<file path="src/rtl/fp_norm_pipe.sv">
// fp_norm_pipe: two-stage pipelined leading-one normaliser for the FP multiplier datapath.
// Latency 2 cycles from accept to out_valid; 1 transaction/cycle; holds at most 2 in flight.
// Backpressure: out_ready=0 freezes stage 2 and then stage 1; in_ready drops when both are full.
//
// Ports:
//   clk, rst_n            clock (rising edge), asynchronous active-low reset
//   in_valid/in_ready     input handshake; in_mant (MANT_W) and in_exp (EXP_W) sampled on accept
//   out_valid/out_ready   output handshake
//   out_mant, out_exp     normalised mantissa and adjusted biased exponent
//   out_shift (SH_W)      left shift actually applied
//   out_zero, out_denorm  input mantissa was zero / result is subnormal (exponent clamped to 0)
//
// Build option: define FP_NORM_FLUSH_EN to flush every underflowing result to zero
// (out_zero=1, out_denorm=1, data 0). Default build produces gradual subnormals.

module fp_norm_pipe #(
    parameter  int MANT_W = 24,
    parameter  int EXP_W  = 8,
    localparam int SH_W   = $clog2(MANT_W + 1)
) (
    input  logic              clk,
    input  logic              rst_n,
    input  logic              in_valid,
    output logic              in_ready,
    input  logic [MANT_W-1:0] in_mant,
    input  logic [EXP_W-1:0]  in_exp,
    output logic              out_valid,
    input  logic              out_ready,
    output logic [MANT_W-1:0] out_mant,
    output logic [EXP_W-1:0]  out_exp,
    output logic [SH_W-1:0]   out_shift,
    output logic              out_zero,
    output logic              out_denorm
);

    // Compare width: wide enough for both the exponent plus a borrow bit and the lzc.
    localparam int CW = ((EXP_W + 1) > SH_W) ? (EXP_W + 1) : SH_W;

    // ------------------------------------------------------------------
    // Handshake
    // ------------------------------------------------------------------
    logic r_v1;
    logic r_v2;
    logic w_adv1;
    logic w_adv2;

    assign w_adv2    = !r_v2 || out_ready;
    assign w_adv1    = !r_v1 || w_adv2;
    assign in_ready  = w_adv1;
    assign out_valid = r_v2;

    // ------------------------------------------------------------------
    // Stage 1: leading-zero count
    // ------------------------------------------------------------------
    logic [SH_W-1:0] w_lzc;

    // Scan upward so the highest set bit is the last writer; all-zero keeps MANT_W.
    always_comb begin
        w_lzc = SH_W'(MANT_W);
        for (int i = 0; i < MANT_W; i++) begin
            if (in_mant[i]) begin
                w_lzc = SH_W'(MANT_W - 1 - i);
            end
        end
    end

    logic [MANT_W-1:0] r_s1_mant;
    logic [EXP_W-1:0]  r_s1_exp;
    logic [SH_W-1:0]   r_s1_lzc;
    logic              r_s1_zero;

    always_ff @(posedge clk or negedge rst_n) begin
        if (!rst_n) begin
            r_v1      <= 1'b0;
            r_s1_mant <= '0;
            r_s1_exp  <= '0;
            r_s1_lzc  <= '0;
            r_s1_zero <= 1'b0;
        end else if (w_adv1) begin
            r_v1 <= in_valid;
            // Data only moves on a real accept; idle cycles leave the registers quiet.
            if (in_valid) begin
                r_s1_mant <= in_mant;
                r_s1_exp  <= in_exp;
                r_s1_lzc  <= w_lzc;
                r_s1_zero <= (in_mant == '0);
            end
        end
    end

    // ------------------------------------------------------------------
    // Stage 2: shift and exponent adjust
    // ------------------------------------------------------------------
    logic [CW-1:0]     w_exp_c;
    logic [CW-1:0]     w_lzc_c;
    logic [CW-1:0]     w_sub;
    logic              w_norm_ok;
    logic [SH_W-1:0]   w_uf_shift;

    assign w_exp_c = CW'(r_s1_exp);
    assign w_lzc_c = CW'(r_s1_lzc);
    // Widened subtraction cannot wrap: a set MSB is a borrow, i.e. exp < lzc.
    assign w_sub     = w_exp_c - w_lzc_c;
    assign w_norm_ok = !w_sub[CW-1] && (w_sub != '0);

    // On underflow exp <= lzc <= MANT_W, so exp fits in SH_W bits. Shifting by exp-1
    // leaves the exponent at the subnormal encoding 0 (implicit weight of exponent 1).
    assign w_uf_shift = (r_s1_exp == '0) ? '0 : (SH_W'(r_s1_exp) - SH_W'(1));

    logic [MANT_W-1:0] w_nx_mant;
    logic [EXP_W-1:0]  w_nx_exp;
    logic [SH_W-1:0]   w_nx_shift;
    logic              w_nx_zero;
    logic              w_nx_denorm;

    always_comb begin
        w_nx_mant   = '0;
        w_nx_exp    = '0;
        w_nx_shift  = '0;
        w_nx_zero   = 1'b0;
        w_nx_denorm = 1'b0;
        if (r_s1_zero) begin
            w_nx_zero = 1'b1;
        end else if (w_norm_ok) begin
            w_nx_shift = r_s1_lzc;
            w_nx_mant  = r_s1_mant << r_s1_lzc;
            w_nx_exp   = w_sub[EXP_W-1:0];
        end else begin
`ifdef FP_NORM_FLUSH_EN
            // Denorm flag survives the flush so rounding can still raise underflow.
            w_nx_zero   = 1'b1;
            w_nx_denorm = 1'b1;
`else
            w_nx_shift  = w_uf_shift;
            w_nx_mant   = r_s1_mant << w_uf_shift;
            w_nx_denorm = 1'b1;
`endif
        end
    end

    logic [MANT_W-1:0] r_out_mant;
    logic [EXP_W-1:0]  r_out_exp;
    logic [SH_W-1:0]   r_out_shift;
    logic              r_out_zero;
    logic              r_out_denorm;

    always_ff @(posedge clk or negedge rst_n) begin
        if (!rst_n) begin
            r_v2         <= 1'b0;
            r_out_mant   <= '0;
            r_out_exp    <= '0;
            r_out_shift  <= '0;
            r_out_zero   <= 1'b0;
            r_out_denorm <= 1'b0;
        end else if (w_adv2) begin
            r_v2 <= r_v1;
            if (r_v1) begin
                r_out_mant   <= w_nx_mant;
                r_out_exp    <= w_nx_exp;
                r_out_shift  <= w_nx_shift;
                r_out_zero   <= w_nx_zero;
                r_out_denorm <= w_nx_denorm;
            end
        end
    end

    assign out_mant   = r_out_mant;
    assign out_exp    = r_out_exp;
    assign out_shift  = r_out_shift;
    assign out_zero   = r_out_zero;
    assign out_denorm = r_out_denorm;

endmodule

</file>
<file path="config.mk">
export PLATFORM = sky130hd
export DESIGN_NAME = fp_norm_pipe
export DESIGN_NICKNAME = d
export VERILOG_FILES = /design/src/rtl/fp_norm_pipe.sv
export SDC_FILE = /design/constraint.sdc
export NUM_CORES = 1
export LEC_CHECK = 0
export CORE_MARGIN = 2
export CORE_UTILIZATION = 49
export CTS_CLUSTER_SIZE = 24
export DETAILED_ROUTE_END_ITERATION = 8
export PLACE_DENSITY_LB_ADDON = 0.12
export RECOVER_POWER = 25
export SETUP_SLACK_MARGIN = 0.5
export SYNTH_ARGS = -nofsm -noshare
export SYNTH_HDL_FRONTEND = slang
export SYNTH_SLANG_ARGS = --single-unit
</file>
<file path="constraint.sdc">
create_clock -name clk -period 3.69 [get_ports clk]
set_input_delay 0.369 -clock clk [delete_from_list [all_inputs] [get_ports clk]]
set_output_delay 0.369 -clock clk [all_outputs]
set_load 0.01 [all_outputs]
</file>
==> flow_summary.json, run 1 <==
{
  "status": "complete, but fails checks",
  "violations": "capacitance limit, slew limit",
  "drtIter0Drc": 271,
  "final_area_sq_um": 6740,
  "synth_most_common_cell": "dfrtp_1",
  "dp_slack_ps": 123,
  "finalSetupViolCount": 0,
  "critPathRequiredTime_ps": 3910,
  "fin_crit_sh_pct": 95.0,
  "gp_congestion": 0.914,
  "drt-vias-per-instance": 5.82,
  "area_delta_synth_final_pct": 37.3,
  "ant_nets": 0,
  "drv_slew": 80,
  "tritoncts": "built",
  "seq_area_frac_synth_pct": 40.2,
  "setup_slack_ps": 186,
  "syn_area_sq_um": 4910,
  "synth_ff_type": "dfrtp_1",
  "die_area_sq_um": 10800,
  "antenna_found_initial": 0,
  "clk-insertion-delay-late_ps": 360,
  "ys_types": 59,
  "drt-pass1-iter-count": 5,
  "core_sq_um": 9770,
  "fin_skew_ps": 8.06,
  "yosys_register_bits": 79,
  "cts_buffers": 9,
  "start_util_pct": 50.3,
  "fmax_mhz": 285,
  "maxCapViolations": 1,
  "async_flop_share_pct": 100,
  "worst_pin_slew_ps": 1970,
  "ios": 77,
  "finish.net_count": 679,
  "start_kind": "flop",
  "min_path_type": "flop to flop",
  "clkSinkCount": 79,
  "cts_root_buffer": "clkbuf_8",
  "place_hpwl_um": 10400,
  "crit_chain": "inv_2 > ha_4 > inv_2 > fa_2 > a211o_1 > o21a_1 > o32ai_4 > o21ai_4 > nor2_8 > mux2_4 > mux2i_4 > buf_4 > buf_6 > mux2i_4 > a22oi_1 > o221ai_1",
  "drive_gt1_share_pct": 26.6,
  "grt_pass1_wl_um": 22800,
  "grt_remaining_overflow": 0,
  "crit_slowest_cell": "mux2_4",
  "diodes": 0,
  "grt_max_degree": 80,
  "vdd_ir_drop_max_v": 0.000233,
  "drc": 0,
  "clock_path_buffers": 2,
  "slowest_delay_ps": 400,
  "synth_top_cell_area_share_pct": 40.2,
  "finalWirelength_um": 14200,
  "setup_tns_ps": 0,
  "synth-edff-count": 0,
  "power.total_mw": 3.33,
  "synth.largest_area_cell": "dfrtp_1",
  "worstPathMaxFanout": 7,
  "path_clk_slew_ps": 80,
  "synth_nets": 551,
  "grt_pass1_vias": 4305,
  "cellLeakagePower_nw": 2.84,
  "vias": 4495,
  "yosys-top-cells-count": "79 x dfrtp_1, 74 x nand2_1, 38 x mux2i_1",
  "cts_htree_levels": 3,
  "netlist_top_cells_area": "dfrtp_1 40%, mux2i_1 7.7%, mux2_2 7.1%, nand2_1 5.7%, a22oi_1 3.1%",
  "synthCells": 507,
  "yosysWarnings": 0,
  "die-height_um": 104,
  "period_minus_slack_ps": 3500,
  "wl_per_cell_um": 18.4,
  "portBuffers": 76,
  "p_per_area_nw_per_um2": 493,
  "avgSynthCellArea_sq_um": 9.69,
  "grt_use_total_pct": 26.4,
  "rows": 36,
  "hold_viol_final": 0,
  "critPathKind": "flop to flop",
  "cp.arrival_ps": 3720,
  "post_dp_cell_area_sq_um": 6000,
  "rsz0062_at_grt": "true",
  "dieWidth_um": 104,
  "cp-end-kind": "flop",
  "maxSlewHeadroom_pct": -31.0
}
[cells by family (layout without fill, tap and decap cells)]
family / Yosys count / count (layout) / synth area share, %
AOI/OAI and AO/OA: 131 / 131 / 19.9
xor gates and xnor gates: 9 / 9 / 1.60
adders and majority gates: 8 / 8 / 2.19
buffers and inverters: 40 / 171 / 3.51
DFF: 79 / 79 / 40.2
muxes: 77 / 78 / 17.2
and+or+nand+nor: 163 / 164 / 15.3
[per-layer routing]
layer / routed length, um / track usage (%)
met4: 245 / 8.49
met1: 6770 / 38.6
met2: 6390 / 39.1
met5: 0 / 0
met3: 786 / 5.39
[what timing repair did]
action	CTS	global route
buffers inserted	15	17
pin swaps	13	14
hold buffers	0	0
setup endpoints to repair	24	24
gates resized for setup	33	32
cloned	2	0
[per-stage QoR]
step / std cells / hold slack (ps) / util (%)
2_1_floorplan: 507 / 73.4 / -
6_report: 773 / 479 / 69.0
5_1_grt: 773 / 507 / 69.0
4_1_cts: 756 / 211 / 66.1
3_3_place_gp: 723 / 466 / 61.4
3_5_place_dp: 723 / 469 / 61.4
[power by group]
part	total, mW	switching (mW)	internal [mW]
Clock	0.640	0.312	0.328
Combinational	1.49	0.709	0.777
Sequential	1.20	0.161	1.04
Total	3.33	1.18	2.15
[cell usage in the layout, fill, tap and decap left out, drive strengths merged, types with 4 or more instances in the layout]
cell,n
o21a,4
o21ai,28
mux2i,41
clkbuf,13
inv,16
nor3,14
nor4,8
ha,7
nor2,37
nand2b,13
nand2,74
a21oi,16
a22oi,20
xor2,6
o31ai,7
a22o,17
buf,63
a211o,4
nand3,5
dfrtp,79
o221ai,4
clkdlybuf4s50,74
a211oi,8
mux2,37
[sequential cells by signal, indices dropped and copies added, names as in the netlist, 5 cells and up]
register	cells
out_exp	8
out_shift	5
r_s1_exp	8
r_s1_mant	24
r_s1_lzc	5
out_mant	24
[cell type report]
cell class | instances | area [sq um]
Timing Repair Buffer | 139 | 1260
Inverter | 16 | 60.1
Clock buffer | 12 | 145
Tap cell | 133 | 166
Clock inverter | 4 | 45.0
Sequential cell | 79 | 1980
Fill cell | 773 | 3030
Multi-Input combinational cell | 390 | 3090
[worst max-delay path, delay by kind of cell (launching register included)]
kind | cells | cell delay, ps
muxes | 3 | 720
adders and majority gates | 2 | 490
AOI/OAI and AO/OA | 6 | 1220
buffers and inverters | 4 | 360
and+or+nand+nor | 1 | 150
DFF | 1 | 390
[path summary, 6_finish.rpt]
| path | start | to | slack [ps] | cells after the start |
|---|---|---|---|---|
| setup / recovery | r_s1_exp[0] | out_mant[19] | 190 | 16 |
| hold / removal | out_shift[4] | out_shift[4] | 480 | 2 |
| setup reg to reg | r_s1_exp[0] | out_mant[19] | 190 | 16 |
| hold reg to reg | out_shift[4] | out_shift[4] | 480 | 2 |
| max in group asynchronous | rst_n | r_s1_lzc[1] | 1960 | 1 |
| min in group asynchronous | rst_n | out_exp[4] | 530 | 1 |
(Power assumes the default switching activity.)
==> run 2: changes to the inputs <==
--- a/config.mk
+++ b/config.mk
@@ -6,9 +6,10 @@
 export NUM_CORES = 1
 export LEC_CHECK = 0
 export CORE_MARGIN = 2
-export CORE_UTILIZATION = 49
+export CORE_UTILIZATION = 58
 export CTS_CLUSTER_SIZE = 24
 export DETAILED_ROUTE_END_ITERATION = 8
+export DONT_BUFFER_PORTS = 1
 export PLACE_DENSITY_LB_ADDON = 0.12
 export RECOVER_POWER = 25
 export SETUP_SLACK_MARGIN = 0.5
==> flow_summary.json, run 2 (same netlist as run 1, synthesis figures left out) <==
{
  "grt_remaining_overflow": 0,
  "fmax_mhz": 284,
  "hold_path_depth": 1,
  "r2r_cells": 16,
  "portBuffers": 0,
  "die_area_sq_um": 9220,
  "rsz0062_at_grt": "true",
  "setup_tns_ps": 0,
  "grt_pass1_vias": 4100,
  "cellLeakagePower_nw": 2.48,
  "critPathRequiredTime_ps": 3900,
  "drt-vias-per-instance": 6.58,
  "layout_common_cells": "78 x dfrtp_1, 72 x nand2_1, 40 x buf_4",
  "critPathKind": "flop to flop",
  "min_from": "in_valid",
  "worstPathMaxFanout": 6,
  "min_path_type": "input pin to flop",
  "start_kind": "flop",
  "path_clk_slew_ps": 80,
  "critPathLaunch": "r_s1_exp[0]",
  "ios": 77,
  "clk-insertion-delay-late_ps": 350,
  "finalWirelength_um": 13600,
  "cp-end-kind": "flop",
  "grt_max_degree": 80,
  "period_minus_slack_ps": 3520,
  "finish.net_count": 588,
  "ant_nets": 0,
  "fin_skew_ps": 10.5,
  "setup_slack_ps": 165,
  "drtIter0Drc": 261,
  "dieWidth_um": 96.0,
  "final_util_pct": 70.6,
  "final_common_cell": "dfrtp_1",
  "core_sq_um": 8220,
  "maxSlewHeadroom_pct": -27.2,
  "antenna_found_initial": 0,
  "vdd_ir_drop_max_v": 0.000242,
  "finalSetupViolCount": 0,
  "grt_pass1_wl_um": 21100,
  "placedCellCount": 612,
  "final_cells": 653,
  "cts_root_buffer": "clkbuf_8",
  "drt-pass1-iter-count": 5,
  "hold_viol_final": 0,
  "wl_per_cell_um": 20.8,
  "dp_slack_ps": 33.4,
  "maxCapViolations": 1,
  "power.total_mw": 3.06,
  "hold_ws_ps": 133,
  "rows": 33,
  "fin_crit_sh_pct": 95.5,
  "diodes": 0,
  "grt_use_total_pct": 30.1,
  "vias": 4298,
  "final_area_sq_um": 5800,
  "place_hpwl_um": 9810,
  "clkSinkCount": 79,
  "cts_buffers": 9,
  "worst_pin_slew_ps": 1910,
  "clock_path_buffers": 2,
  "tritoncts": "built",
  "start_util_pct": 59.8,
  "p_per_area_nw_per_um2": 527,
  "drv_slew": 80,
  "violations": "capacitance limit, slew limit",
  "drive_gt1_share_pct": 26.8,
  "status": "complete, but fails checks",
  "drc": 0,
  "regToRegStartpoint": "r_s1_exp[0]",
  "die-height_um": 96.0,
  "cts_htree_levels": 3,
  "post_dp_cell_area_sq_um": 5150,
  "gp_congestion": 0.960,
  "area_delta_synth_final_pct": 18.1,
  "cp.arrival_ps": 3740
}
## run 2: changes by cell type in the layout (fill, tap and decap cells not counted), moves of 3 or more
cell / before / now
buf_6: 6 / 3
buf_4: 56 / 40
mux2i_4: 11 / 7
o21ai_0: 15 / 20
a22oi_1: 15 / 20
mux2i_2: 7 / 10
clkdlybuf4s50_1: 74 / 0
o21ai_1: 9 / 4
a22oi_2: 5 / 0
## run 2: power by group
group	internal, mW	switching (mW)	total (mW)
registers	1.04	0.241	1.28
clock network	0.394	0.306	0.700
logic	0.506	0.570	1.08
total	1.94	1.12	3.06
## run 2: final timing paths
path / end / slack [ps]
hold / removal: r_v1 / 130
min in group asynchronous: out_mant[13] / 1110
setup reg to reg: out_mant[17] / 170
setup / recovery: out_mant[17] / 170
hold reg to reg: out_valid / 500
max in group asynchronous: r_s1_lzc[1] / 1320
## run 2: area by class of cell
class                   count  area, sq um
inverters                  16         60.1
flip-flops and latches     79         1980
clock inverters             4         70.1
well taps                 105          131
clock buffers              11          141
repair buffers             47          389
multi-input cells         391         3030
fillers                   611         2410
## run 2: worst max-delay path, cell delays in order, from the launching register on
cell and delay [ps]:
dfrtp_1 390, inv_2 90, ha_4 140, inv_2 30, fa_2 330, buf_4 160, xor2_4 180, nor4_1 240
mux2_4 240, o21ai_4 90, buf_4 160, nor2_4 140, mux2_4 390, buf_4 160, mux2i_2 160, a222oi_1 310
o311ai_1 160
## run 2: what timing repair did
item	in CTS	in global routing
endpoints found under the hold margin	79	0
pin swaps	9	12
gates resized for setup	18	30
setup buffers	13	8
gates cloned	3	0
hold buffers	2	0
setup endpoints to repair	24	24
## run 2: metal layers
layer  share of wire [%]  vias to the layer above  global-route usage (%)
met5                   0                        -                       0
met4                 1.5                        0                    9.76
met3                 8.9                       21                    6.50
met2                  47                      221                    46.7
met1                  43                     2094                    42.0
li1                    -                     1962                       -
